==> config.mk <==
export PLATFORM = sky130hd
export DESIGN_NAME = seg7_scan_driver
export DESIGN_NICKNAME = d
export VERILOG_FILES = /design/src/rtl/seg7_scan_driver.sv
export SDC_FILE = /design/constraint.sdc
export NUM_CORES = 1
export LEC_CHECK = 0
export BUFFER_PORTS_ARGS = -buffer_cell sky130_fd_sc_hd__buf_2
export CAP_MARGIN = 40
export CORE_MARGIN = 2
export CORE_UTILIZATION = 44
export DETAILED_ROUTE_END_ITERATION = 6
export SYNTH_ARGS = -nofsm -noshare
export SYNTH_HDL_FRONTEND = slang
export SYNTH_SLANG_ARGS = --single-unit
==> constraint.sdc <==
create_clock -name clk -period 6.1 [get_ports clk]
set_input_delay 1.22 -clock clk [delete_from_list [all_inputs] [get_ports clk]]
set_output_delay 1.22 -clock clk [all_outputs]
set_load 0.05 [all_outputs]
==> src/rtl/seg7_scan_driver.sv <==
// seg7_scan_driver: double-buffered, time-multiplexed 4-digit common-anode seven-segment driver
module seg7_scan_driver #(
    parameter int REFRESH_DIV = 50000,
    parameter int GUARD = 2
) (
    input  logic        clk,
    input  logic        reset_n,
    input  logic        load_i,
    input  logic [15:0] hex_i,
    input  logic [3:0]  blank_i,
    input  logic [3:0]  dp_i,
    output logic [6:0]  seg_o,
    output logic        dp_o,
    output logic [3:0]  an_o,
    output logic        ack_o
);
    localparam int PW = (REFRESH_DIV > 2) ? $clog2(REFRESH_DIV) : 2;
    logic [PW-1:0] p;
    logic [1:0]    digit;
    logic [15:0]   disp_hex, pend_hex;
    logic [3:0]    disp_blank, disp_dp, pend_blank, pend_dp;
    logic          pend_valid, tick, commit;
    logic [3:0]    nib;
    logic [6:0]    seg_dec;
    assign tick   = p == PW'(REFRESH_DIV - 1);
    assign commit = tick && digit == 2'd3 && pend_valid;
    assign nib    = disp_hex[{digit, 2'b00} +: 4];
    always_comb begin
        seg_dec = 7'h7F;
        case (nib)
            4'h0: seg_dec = 7'h40;
            4'h1: seg_dec = 7'h79;
            4'h2: seg_dec = 7'h24;
            4'h3: seg_dec = 7'h30;
            4'h4: seg_dec = 7'h19;
            4'h5: seg_dec = 7'h12;
            4'h6: seg_dec = 7'h02;
            4'h7: seg_dec = 7'h78;
            4'h8: seg_dec = 7'h00;
            4'h9: seg_dec = 7'h10;
            4'hA: seg_dec = 7'h08;
            4'hB: seg_dec = 7'h03;
            4'hC: seg_dec = 7'h46;
            4'hD: seg_dec = 7'h21;
            4'hE: seg_dec = 7'h06;
            default: seg_dec = 7'h0E;
        endcase
    end
    // A load on the commit edge lands in pending after the old word has moved to the display.
    always_ff @(posedge clk or negedge reset_n) begin
        if (!reset_n) begin
            p          <= '0;
            digit      <= 2'd0;
            disp_hex   <= 16'h0;
            disp_blank <= 4'hF;
            disp_dp    <= 4'h0;
            pend_hex   <= 16'h0;
            pend_blank <= 4'h0;
            pend_dp    <= 4'h0;
            pend_valid <= 1'b0;
            an_o       <= 4'hF;
            seg_o      <= 7'h7F;
            dp_o       <= 1'b1;
            ack_o      <= 1'b0;
        end else begin
            p          <= tick ? '0 : p + 1'b1;
            digit      <= tick ? digit + 2'd1 : digit;
            if (load_i) begin
                pend_hex   <= hex_i;
                pend_blank <= blank_i;
                pend_dp    <= dp_i;
            end
            pend_valid <= load_i | (pend_valid & ~commit);
            if (commit) begin
                disp_hex   <= pend_hex;
                disp_blank <= pend_blank;
                disp_dp    <= pend_dp;
            end
            ack_o <= commit;
            an_o  <= (p < PW'(GUARD)) ? 4'hF : ~(4'b0001 << digit);
            seg_o <= disp_blank[digit] ? 7'h7F : seg_dec;
            dp_o  <= disp_blank[digit] ? 1'b1 : ~disp_dp[digit];
        end
    end
endmodule

# ---- Word-level counts from Yosys, hierarchy flattened
# Memory sizes are Yosys's and may differ from the RTL's.
# Cells that the tools add are included.
# W data, S select, Z words.
dict set report word_totals {
  regBits 80
  rom_bits 112
  inputBits 27
  output_inout_bits 13
  word_cells 37
  mem_count 1
}
# memory words word_bits read_ports rd_clocked_by_memory_dff wr line
set memory_table {}
lappend memory_table {{(no name shown)} 16 7 1 0 0 30} ;# case (nib)
dict set report classes {
  add_sub_neg 2
  n_lt_le_gt_ge 2
  eq_ne 2
  n_shift 2
  muxes 8
  bitwise_logic 5
  n_reduce_logical 2
}
# operator count
set ops {}
lappend ops {{$add A16 B1 Y16 const B} 1}
lappend ops {{$eq A16 B16 Y1 const B} 1}
lappend ops {{$lt A16 B2 Y1 const B} 1}
lappend ops {{$mux W16} 1}
lappend ops {{$shiftx A16 B5 Y4} 1}
lappend ops {{$mux W7} 1}
lappend ops {{$bmux W1 S2} 2}
lappend ops {{$mux W4} 1}
lappend ops {{$not A4 Y4} 1}
lappend ops {{$shl A1 B2 Y4 const A} 1}
lappend ops {{$lt A2 B3 Y1 const B} 1}
lappend ops {{$mux W1} 3}
lappend ops {{$add A2 B1 Y2 const B} 1}
lappend ops {{$eq A2 B2 Y1 const B} 1}
lappend ops {{$logic_and A1 B1 Y1} 2}
lappend ops {{$not A1 Y1} 2}
lappend ops {{$and A1 B1 Y1} 1}
lappend ops {{$or A1 B1 Y1} 1}

# ---- Depth between registers and ports, before layout
# Gate-level depths: netlist of the first run.
dict set report logic_depth {
  word_depth 6
  depth_mapped 7
  mapped_depth_nobuf 6
}

# ---- Worst setup path before layout of the first run
# Ideal clock, no wire load.
dict set report synth_timing {
  path_kind {input -> register}
  from {input load_i}
  to {register pend_blank[0]}
  setup_time_ns 0.125
  arrival_ns 2.170
  required_time_ns 5.975
  setup_slack_ns 3.805
  path_stages 3
  path_buffers 2
  path_cell_list {clkbuf_1 buf_1 mux2_2}
}
# item line
set synth_rtl {}
lappend synth_rtl {{start: declaration} 8} ;# input logic load_i,
lappend synth_rtl {{end signal: assignment} 70} ;# pend_blank <= blank_i;
lappend synth_rtl {{end: declaration} 21} ;# logic [3:0] disp_blank, disp_dp, pend_blank, pend_dp;
# No word-level cell between the ends.

# ---- Worst setup path after layout of the first run
dict set report layout_timing {
  from {register p[11]}
  to {register disp_hex[9]}
}
dict set report layout_via {
  elab_chain_len 3
}
# item line
set layout_rtl {}
lappend layout_rtl {{start: declaration} 18} ;# logic [PW-1:0] p;
lappend layout_rtl {{start signal: assignment} 66} ;# p <= tick ? '0 : p + 1'b1;
lappend layout_rtl {{$eq A16 B16 Y1} 25} ;# assign tick = p == PW'(REFRESH_DIV - 1);
lappend layout_rtl {{$logic_and A1 B1 Y1 (2 in a row)} 26} ;# assign commit = tick && digit == 2'd3 && pend_valid;
lappend layout_rtl {{end signal: assignment} 75} ;# disp_hex <= pend_hex;
lappend layout_rtl {{end: declaration} 20} ;# logic [15:0] disp_hex, pend_hex;
# Every way passes these cells.
# A chain may end at the register's enable or synchronous reset.

==> results of run 1 <==
[report_power, final]
group | leakage [uW] | internal (uW) | switching, uW
Clock | 0.000107 | 233 | 197
Sequential | 0.000986 | 546 | 8.20
Combinational | 0.000793 | 22.2 | 18.5
Total | 0.00189 | 801 | 224
[cell type report]
type	count	area share (%)
Timing Repair Buffer	40	5.47
Clock buffer	10	3.10
Inverter	6	0.547
Sequential cell	80	49.1
Clock inverter	6	2.19
Multi-Input combinational cell	163	36.5
Tap cell	102	3.10
[kinds of logic after synthesis]
logic type / synth area share [%]
AO/OA/AOI/OAI: 3.44
flip-flops: 56.2
XOR/XNOR: 3.16
buffers and inverters: 2.19
multiplexers: 21.4
AND/OR/NAND/NOR: 9.87
adder cells (fa/ha/maj): 3.82
[through the flow]
step	cell area (um^2)	std cells	setup WS [ps]	total power (uW)	utilization, %
after floorplan	3600	259	3800	582	-
after global placement	3870	390	3640	604	49.3
after detailed placement	3900	391	3540	608	49.7
after CTS	4120	407	3520	1040	52.4
after global routing	4120	407	3390	1070	52.4
final	4120	407	3550	1030	52.4
[per-layer routing]
metal | share of wire (%) | up-vias
met1 | 48 | 1053
li1 | - | 1013
met3 | 4.8 | 6
met5 | 0 | -
met2 | 45 | 39
met4 | 1.3 | 0
[critical path, cell delays in order (launching register included)]
cell	delay (ps)
dfrtp_1	440
or4_4	560
nor4_4	360
nand4_4	570
mux2_4	490
[cell usage in the layout, fill, tap and decap left out, types with 8 or more instances in the layout]
cell type and n:
dfstp_2 16, nand2_1 14, nor2_1 10, ha_1 11
clkbuf_8 9, xor2_1 8, mux2_4 20, mux2_2 29
nand3_1 12, buf_2 38, dfrtp_1 64
[final timing paths]
kind,to,from,slack (ps)
max,disp_hex[9],p[11],3550
min,p[0],p[0],490
max reg2reg,disp_hex[9],p[11],3550
min reg2reg,p[0],p[0],490
max in group asynchronous,seg_o[1],reset_n,4710
min in group asynchronous,pend_dp[2],reset_n,760
[flip-flops by register name, indices dropped and copies added (netlist names)]
| name | count |
|---|---|
| ack_o | 1 |
| an_o | 4 |
| digit | 2 |
| disp_blank | 4 |
| disp_dp | 4 |
| disp_hex | 16 |
| dp_o | 1 |
| p | 16 |
| pend_blank | 4 |
| pend_dp | 4 |
| pend_hex | 16 |
| pend_valid | 1 |
| seg_o | 7 |
==> results.py, run 1 <==
metrics = {
    "floorplan": {
        "dieArea_um2": 8920,
        "die_x_um": 94.5,
        "start_util_pct": 45.9,
        "row_count": 32,
        "fp.dieH_um": 94.5,
        "coreArea_um2": 7850,
        "ioPinCount": 40,
    },
    "worst_setup_path": {
        "worst_ep_required_time_ps": 6330,
        "rr_worst_depth": 4,
        "cp-end-kind": "register",
        "arrival_ps": 2780,
        "criticalPathCategory": "reg2reg",
        "crit_path_start_kind": "register",
        "critPathMaxFanout": 24,
    },
    "clock_tree": {
        "clock_latency_ps": 350,
        "postCtsHoldBufs": 0,
        "root_buffer": "clkbuf_8",
        "cts_buffers": 9,
        "cts_max_level": 3,
        "clock_sinks": 80,
        "path_clk_slew_ps": 80,
        "cts_buffer_depth": 2,
        "cts_tree": "yes",
        "cts_resized": 0,
        "post-cts-setup-buffers": 0,
    },
    "power_and_ir_drop": {
        "powerDensity_nw_per_um2": 249,
        "ir_drop_mv": 0.165,
        "static-leakage-power_uw": 0.00189,
    },
    "timing": {
        "tightest_slew_ps": 674,
        "maxSlewHeadroom_pct": 54.8,
        "tns_ps": 0,
        "hold_viol": 0,
        "worst_clock_skew_ps": 15.9,
        "setup_viol_count_final": 0,
        "period_needed_ps": 2550,
        "hold_slack_ps": 491,
        "slew_viol_final": 0,
        "max_freq_ghz": 0.393,
        "rsz0062_at_grt": "no",
        "period_share_pct": 41.8,
    },
    "grt": {
        "top_usage_layer": "met2",
        "overflow": 0,
        "grt_pass1_vias": 2195,
        "met3_usage_pct": 5.75,
        "track_usage_pct": 15.5,
        "grt_max_degree": 59,
        "use_met2_pct": 23.8,
        "grt_pass1_wl_um": 10500,
        "antenna_found_initial": 0,
        "grtUsageMet1_pct": 20.7,
    },
    "route": {
        "viasPerCell": 5.19,
        "drtIter0Drc": 53,
        "vias": 2111,
        "route.detailed.drc": 0,
        "route.antenna.remaining_nets": 0,
        "drt-pass1-iter-count": 6,
        "route.detailed.wl_per_inst_um": 15.0,
        "wirelength_um": 6110,
    },
    "cells_and_area": {
        "area_growth_syn_to_layout_pct": 14.3,
        "multi_input_area_um2": 1500,
        "drive_gt1_share_pct": 42.3,
        "diodes": 0,
        "fin_nets": 338,
        "n_fill_cell": 722,
        "regArea_um2": 2020,
    },
    "yosys": {
        "avgSynthCellArea_um2": 13.9,
        "synthTopCellsByCount": "dfrtp_1 (64), mux2_2 (29), mux2_4 (20)",
        "ys_async_sr_fraction_pct": 100,
        "yosysWarnings": 0,
        "synth_fp_nets": 297,
        "synth_area_leaders": "dfrtp_1 (44%), dfstp_2 (12%), mux2_2 (9.1%)",
        "synth_area_um2": 3600,
        "synth_cell_types": 40,
        "synth_edf_count": 0,
        "synth.most_common_cell": "dfrtp_1",
        "syn_inst": 259,
        "yosys.area.top_type_share_pct": 44.5,
        "synth_top_area_cell": "dfrtp_1",
        "yosys_most_used_dff": "dfrtp_1",
        "synth_seq_cells": 80,
        "yosysSeqAreaShare_pct": 56.2,
    },
    "status": {
        "status": "finished clean",
    },
    "place": {
        "routabilityCongestion": 0.799,
        "dp_hpwl_um": 4130,
        "io_buffers": 39,
    },
    "run": {
        "cap_violations": 0,
    },
    "min_path": {
        "min_path_type": "reg2reg",
        "hold_path_depth": 1,
    },
}
No activity file was read; power rests on OpenSTA's default activity.
==> inputs of run 2 (changes only) <==
==> constraint.sdc (replaced) <==
create_clock -name clk -period 2.57 [get_ports clk]
set_input_delay 0.514 -clock clk [delete_from_list [all_inputs] [get_ports clk]]
set_output_delay 0.514 -clock clk [all_outputs]
set_load 0.05 [all_outputs]
==> results.py, run 2 (synthesis gave the netlist of run 1 again) <==
metrics = {
    "route": {
        "wl_met2_um": 2670,
        "route.detailed.drc": 0,
        "drtIter0Drc": 114,
        "route.antenna.remaining_nets": 0,
        "wl_met1_um": 2920,
        "drt-pass1-iter-count": 6,
        "vias": 2118,
        "top_layer_used": "met4",
        "met3WireLength_um": 269,
        "viasPerCell": 5.19,
        "wirelength_um": 5930,
        "route.detailed.wl_per_inst_um": 14.5,
    },
    "timing": {
        "tightest_slew_ps": 670,
        "tns_ps": 0,
        "hold_viol": 0,
        "period_needed_ps": 2220,
        "slew_viol_final": 0,
        "hold_slack_ps": 112,
        "rsz0062_at_grt": "no",
        "maxSlewHeadroom_pct": 55.1,
        "period_share_pct": 86.3,
        "worst_clock_skew_ps": 9.90,
        "max_freq_ghz": 0.451,
        "setup_viol_count_final": 0,
    },
    "power_and_ir_drop": {
        "ir_drop_mv": 0.400,
        "static-leakage-power_uw": 0.00189,
        "powerDensity_nw_per_um2": 578,
    },
    "place": {
        "dp_hpwl_um": 4090,
        "io_buffers": 39,
        "routabilityCongestion": 0.803,
    },
    "worst_setup_path": {
        "cp-end-kind": "register",
        "r2r_slack_ps": 350,
        "worst_ep_required_time_ps": 2800,
        "max_stage_delay_ps": 560,
        "cp_top_family": "simple AND/OR/NAND/NOR gates",
        "arrival_ps": 2450,
        "critPathMaxFanout": 24,
        "rr_endpoint": "disp_hex[1]",
        "crit_path_start_kind": "register",
        "endpoint": "disp_hex[1]",
        "path_depth": 5,
        "crit_path_cell_trace": "or4_4 > nor4_4 > nand4_4 > buf_4 > mux2_4",
        "cp_num_buf_inv": 1,
        "rr_worst_depth": 5,
        "worstSetupStartpoint": "p[11]",
        "crit_slowest_cell": "or4_4",
        "criticalPathCategory": "reg2reg",
        "r2r_start": "p[11]",
    },
    "clock_tree": {
        "cts_buffer_depth": 2,
        "cts_buffers": 9,
        "path_clk_slew_ps": 90,
        "cts_max_level": 3,
        "root_buffer": "clkbuf_8",
        "postCtsHoldBufs": 0,
        "cts_tree": "yes",
        "clock_latency_ps": 350,
        "post-cts-setup-buffers": 0,
        "clock_sinks": 80,
        "cts_resized": 0,
    },
    "cells_and_area": {
        "biggestRegsByFlops": "disp_hex: 16 flops, p: 16 flops, pend_hex: 16 flops",
        "final_cell_mix": "dfrtp_1 (64), buf_2 (38), mux2_2 (29), mux2_4 (20), dfstp_2 (16)",
        "fin_nets": 339,
        "diodes": 0,
        "drive_gt1_share_pct": 42.8,
        "fin_util_pct": 52.4,
        "area_growth_syn_to_layout_pct": 14.1,
        "final_common_cell": "dfrtp_1",
        "n_fill_cell": 719,
    },
    "floorplan": {
        "dieArea_um2": 8920,
        "row_count": 32,
        "die_x_um": 94.5,
        "fp.dieH_um": 94.5,
        "ioPinCount": 40,
        "start_util_pct": 45.9,
        "coreArea_um2": 7850,
    },
    "status": {
        "status": "finished clean",
    },
    "grt": {
        "grt_pass1_vias": 2113,
        "grt_pass1_wl_um": 10400,
        "grt_max_degree": 45,
        "overflow": 0,
        "track_usage_pct": 15.2,
        "antenna_found_initial": 0,
    },
    "run": {
        "cap_violations": 0,
    },
    "min_path": {
        "min_path_type": "in2async",
    },
}
## run 2: area by class of cell
class | count | area [um^2] | area share [%]
Tap cell | 102 | 128 | 3.11
Multi-Input combinational cell | 163 | 1500 | 36.5
Timing Repair Buffer | 41 | 225 | 5.48
Clock buffer | 10 | 138 | 3.35
Sequential cell | 80 | 2020 | 49.2
Clock inverter | 6 | 73.8 | 1.80
Inverter | 6 | 22.5 | 0.548
## run 2: worst min-delay path by stage
| stage | from | end | slack, ps |
|---|---|---|---|
| 5_1_grt | reset_n | pend_hex[8] | 130 |
| 2_1_floorplan | reset_n | ack_o | 220 |
| 3_3_place_gp | p[0] | p[0] | 470 |
| 4_1_cts | reset_n | p[0] | 120 |
| 6_report | reset_n | p[0] | 110 |
| 3_5_place_dp | p[0] | p[0] | 480 |
## run 2: stage by stage
step                      std cells  cell area (um^2)  total power, uW  worst slack (ps)
final                           408              4110             2370               353
after global routing            408              4110             2490               216
after CTS                       408              4110             2420               355
after detailed placement        392              3900             1440               367
after global placement          392              3900             1440               421
after floorplan                 259              3600             1380               542
## run 2: where the power goes
group	internal [uW]	leakage, uW	switching, uW
clock network	489	0.000108	474
logic	51.6	0.000794	43.4
registers	1300	0.000986	19.5
total	1840	0.00189	537
## run 2: worst register-to-register path: cells and delay by family (launching register included)
kind          cells  cell delay, ps
buf+inv           1             280
flops             1             440
simple gates      3            1020
mux               1             360
## run 2: per-layer routing
metal,vias up,GRT usage [%]
met4,0,5.31
li1,1010,-
met5,-,0
met1,1058,21.2
met2,42,22.3
met3,8,5.19
==> inputs of run 3 (changes only) <==
==> constraint.sdc (replaced) <==
create_clock -name clk -period 2.57 [get_ports clk]
set_input_delay 0.257 -clock clk [delete_from_list [all_inputs] [get_ports clk]]
set_output_delay 0.257 -clock clk [all_outputs]
set_load 0.05 [all_outputs]
==> results.py, run 3 (synthesis gave the netlist of run 1 again) <==
metrics = {
    "status": {
        "status": "finished clean",
    },
    "cells_and_area": {
        "final_common_cell": "dfrtp_1",
        "biggestRegsByFlops": "disp_hex: 16 flops, p: 16 flops, pend_hex: 16 flops",
        "fin_util_pct": 53.0,
        "diodes": 0,
        "area_growth_syn_to_layout_pct": 15.4,
        "final_cell_mix": "dfrtp_1 (64), buf_2 (38), mux2_2 (29), mux2_4 (20), dfstp_2 (16)",
        "drive_gt1_share_pct": 42.7,
        "n_fill_cell": 715,
        "fin_nets": 340,
    },
    "clock_tree": {
        "clock_latency_ps": 340,
        "post-cts-setup-buffers": 0,
        "cts_tree": "yes",
        "cts_buffers": 9,
        "path_clk_slew_ps": 80,
        "clock_sinks": 80,
        "root_buffer": "clkbuf_8",
        "cts_max_level": 3,
        "cts_buffer_depth": 2,
    },
    "worst_setup_path": {
        "arrival_ps": 2450,
        "criticalPathCategory": "reg2reg",
        "critPathMaxFanout": 24,
        "worst_ep_required_time_ps": 2800,
        "crit_path_start_kind": "register",
        "cp-end-kind": "register",
    },
    "run": {
        "cap_violations": 0,
    },
    "timing": {
        "postLayoutSetupSlackWorst_ps": 341,
        "setup_viol_count_final": 0,
        "rsz0062_at_grt": "no",
        "tightest_slew_ps": 695,
        "slew_viol_final": 0,
        "max_freq_ghz": 0.449,
        "worst_clock_skew_ps": 8.15,
        "maxSlewHeadroom_pct": 53.4,
        "hold_viol": 0,
        "tns_ps": 0,
        "hold_slack_ps": 139,
        "period_needed_ps": 2230,
        "period_share_pct": 86.7,
    },
    "min_path": {
        "min_path_type": "in2reg",
    },
    "power_and_ir_drop": {
        "static-leakage-power_uw": 0.00191,
        "powerDensity_nw_per_um2": 607,
        "ir_drop_mv": 0.384,
    },
    "floorplan": {
        "dieArea_um2": 8920,
        "coreArea_um2": 7850,
        "ioPinCount": 40,
        "fp.dieH_um": 94.5,
        "start_util_pct": 45.9,
        "row_count": 32,
        "die_x_um": 94.5,
    },
    "route": {
        "wirelength_um": 6180,
        "route.detailed.wl_per_inst_um": 15.1,
        "viasPerCell": 5.13,
        "vias": 2097,
        "drt-pass1-iter-count": 4,
        "route.detailed.drc": 0,
        "route.antenna.remaining_nets": 0,
        "drtIter0Drc": 78,
    },
    "grt": {
        "track_usage_pct": 15.2,
        "antenna_found_initial": 0,
        "grt_pass1_vias": 2113,
        "grt_max_degree": 64,
        "grt_pass1_wl_um": 10400,
        "overflow": 0,
    },
    "place": {
        "routabilityCongestion": 0.806,
        "dp_hpwl_um": 4150,
        "pre_cts_slack_ps": 351,
        "io_buffers": 39,
    },
}
==> run 3: final cells by class <==
cell class / count / area (um^2) / share of cell area [%]
Clock buffer: 9 / 124 / 2.98
Clock inverter: 7 / 118 / 2.83
Inverter: 6 / 22.5 / 0.542
Multi-Input combinational cell: 163 / 1500 / 36.1
Sequential cell: 80 / 2020 / 48.6
Tap cell: 102 / 128 / 3.07
Timing Repair Buffer: 42 / 243 / 5.84
==> run 3: critical path: stages, from the launching register on <==
cell	delay, ps
dfrtp_1	430
or4_4	560
nor4_4	360
nand4_4	130
buf_4	280
mux2_4	340
==> run 3: worst paths after layout <==
check                                      to  slack (ps)  depth (start not counted)      start
min in group asynchronous               p[13]         320                          2    reset_n
max in group asynchronous       disp_blank[3]        1640                          3    reset_n
worst max register to register    disp_hex[3]         340                          5      p[11]
worst min-delay path             pend_hex[13]         140                          2  hex_i[13]
worst min register to register           p[0]         490                          1       p[0]
worst max-delay path              disp_hex[3]         340                          5      p[11]
==> run 3: per-layer routing <==
metal  global-route usage (%)  share of wire [%]  routed length (um)
met5                        0                  0                   0
met4                     6.04                1.6                 101
met3                     3.35                3.6                 225
met2                     22.2                 44                2730
met1                     22.0                 51                3120
==> run 3: what timing repair did <==
item | in CTS | in global routing
setup endpoints to repair | 0 | 0
hold endpoints to repair | 10 | 0
resized for setup | 0 | 0
hold buffers | 1 | 0
==> run 3: power breakdown <==
part | switching, uW | total (uW) | internal (uW)
clock network | 460 | 1110 | 649
logic | 44.6 | 98.4 | 53.8
registers | 19.8 | 1320 | 1300
==> run 3: per-stage QoR <==
| stage | instances | cell area, um^2 | total power [uW] |
|---|---|---|---|
| after floorplan | 259 | 3600 | 1380 |
| after global placement | 391 | 3880 | 1430 |
| after detailed placement | 392 | 3910 | 1440 |
| after CTS | 409 | 4160 | 2560 |
| after global routing | 409 | 4160 | 2620 |
| final | 409 | 4160 | 2520 |
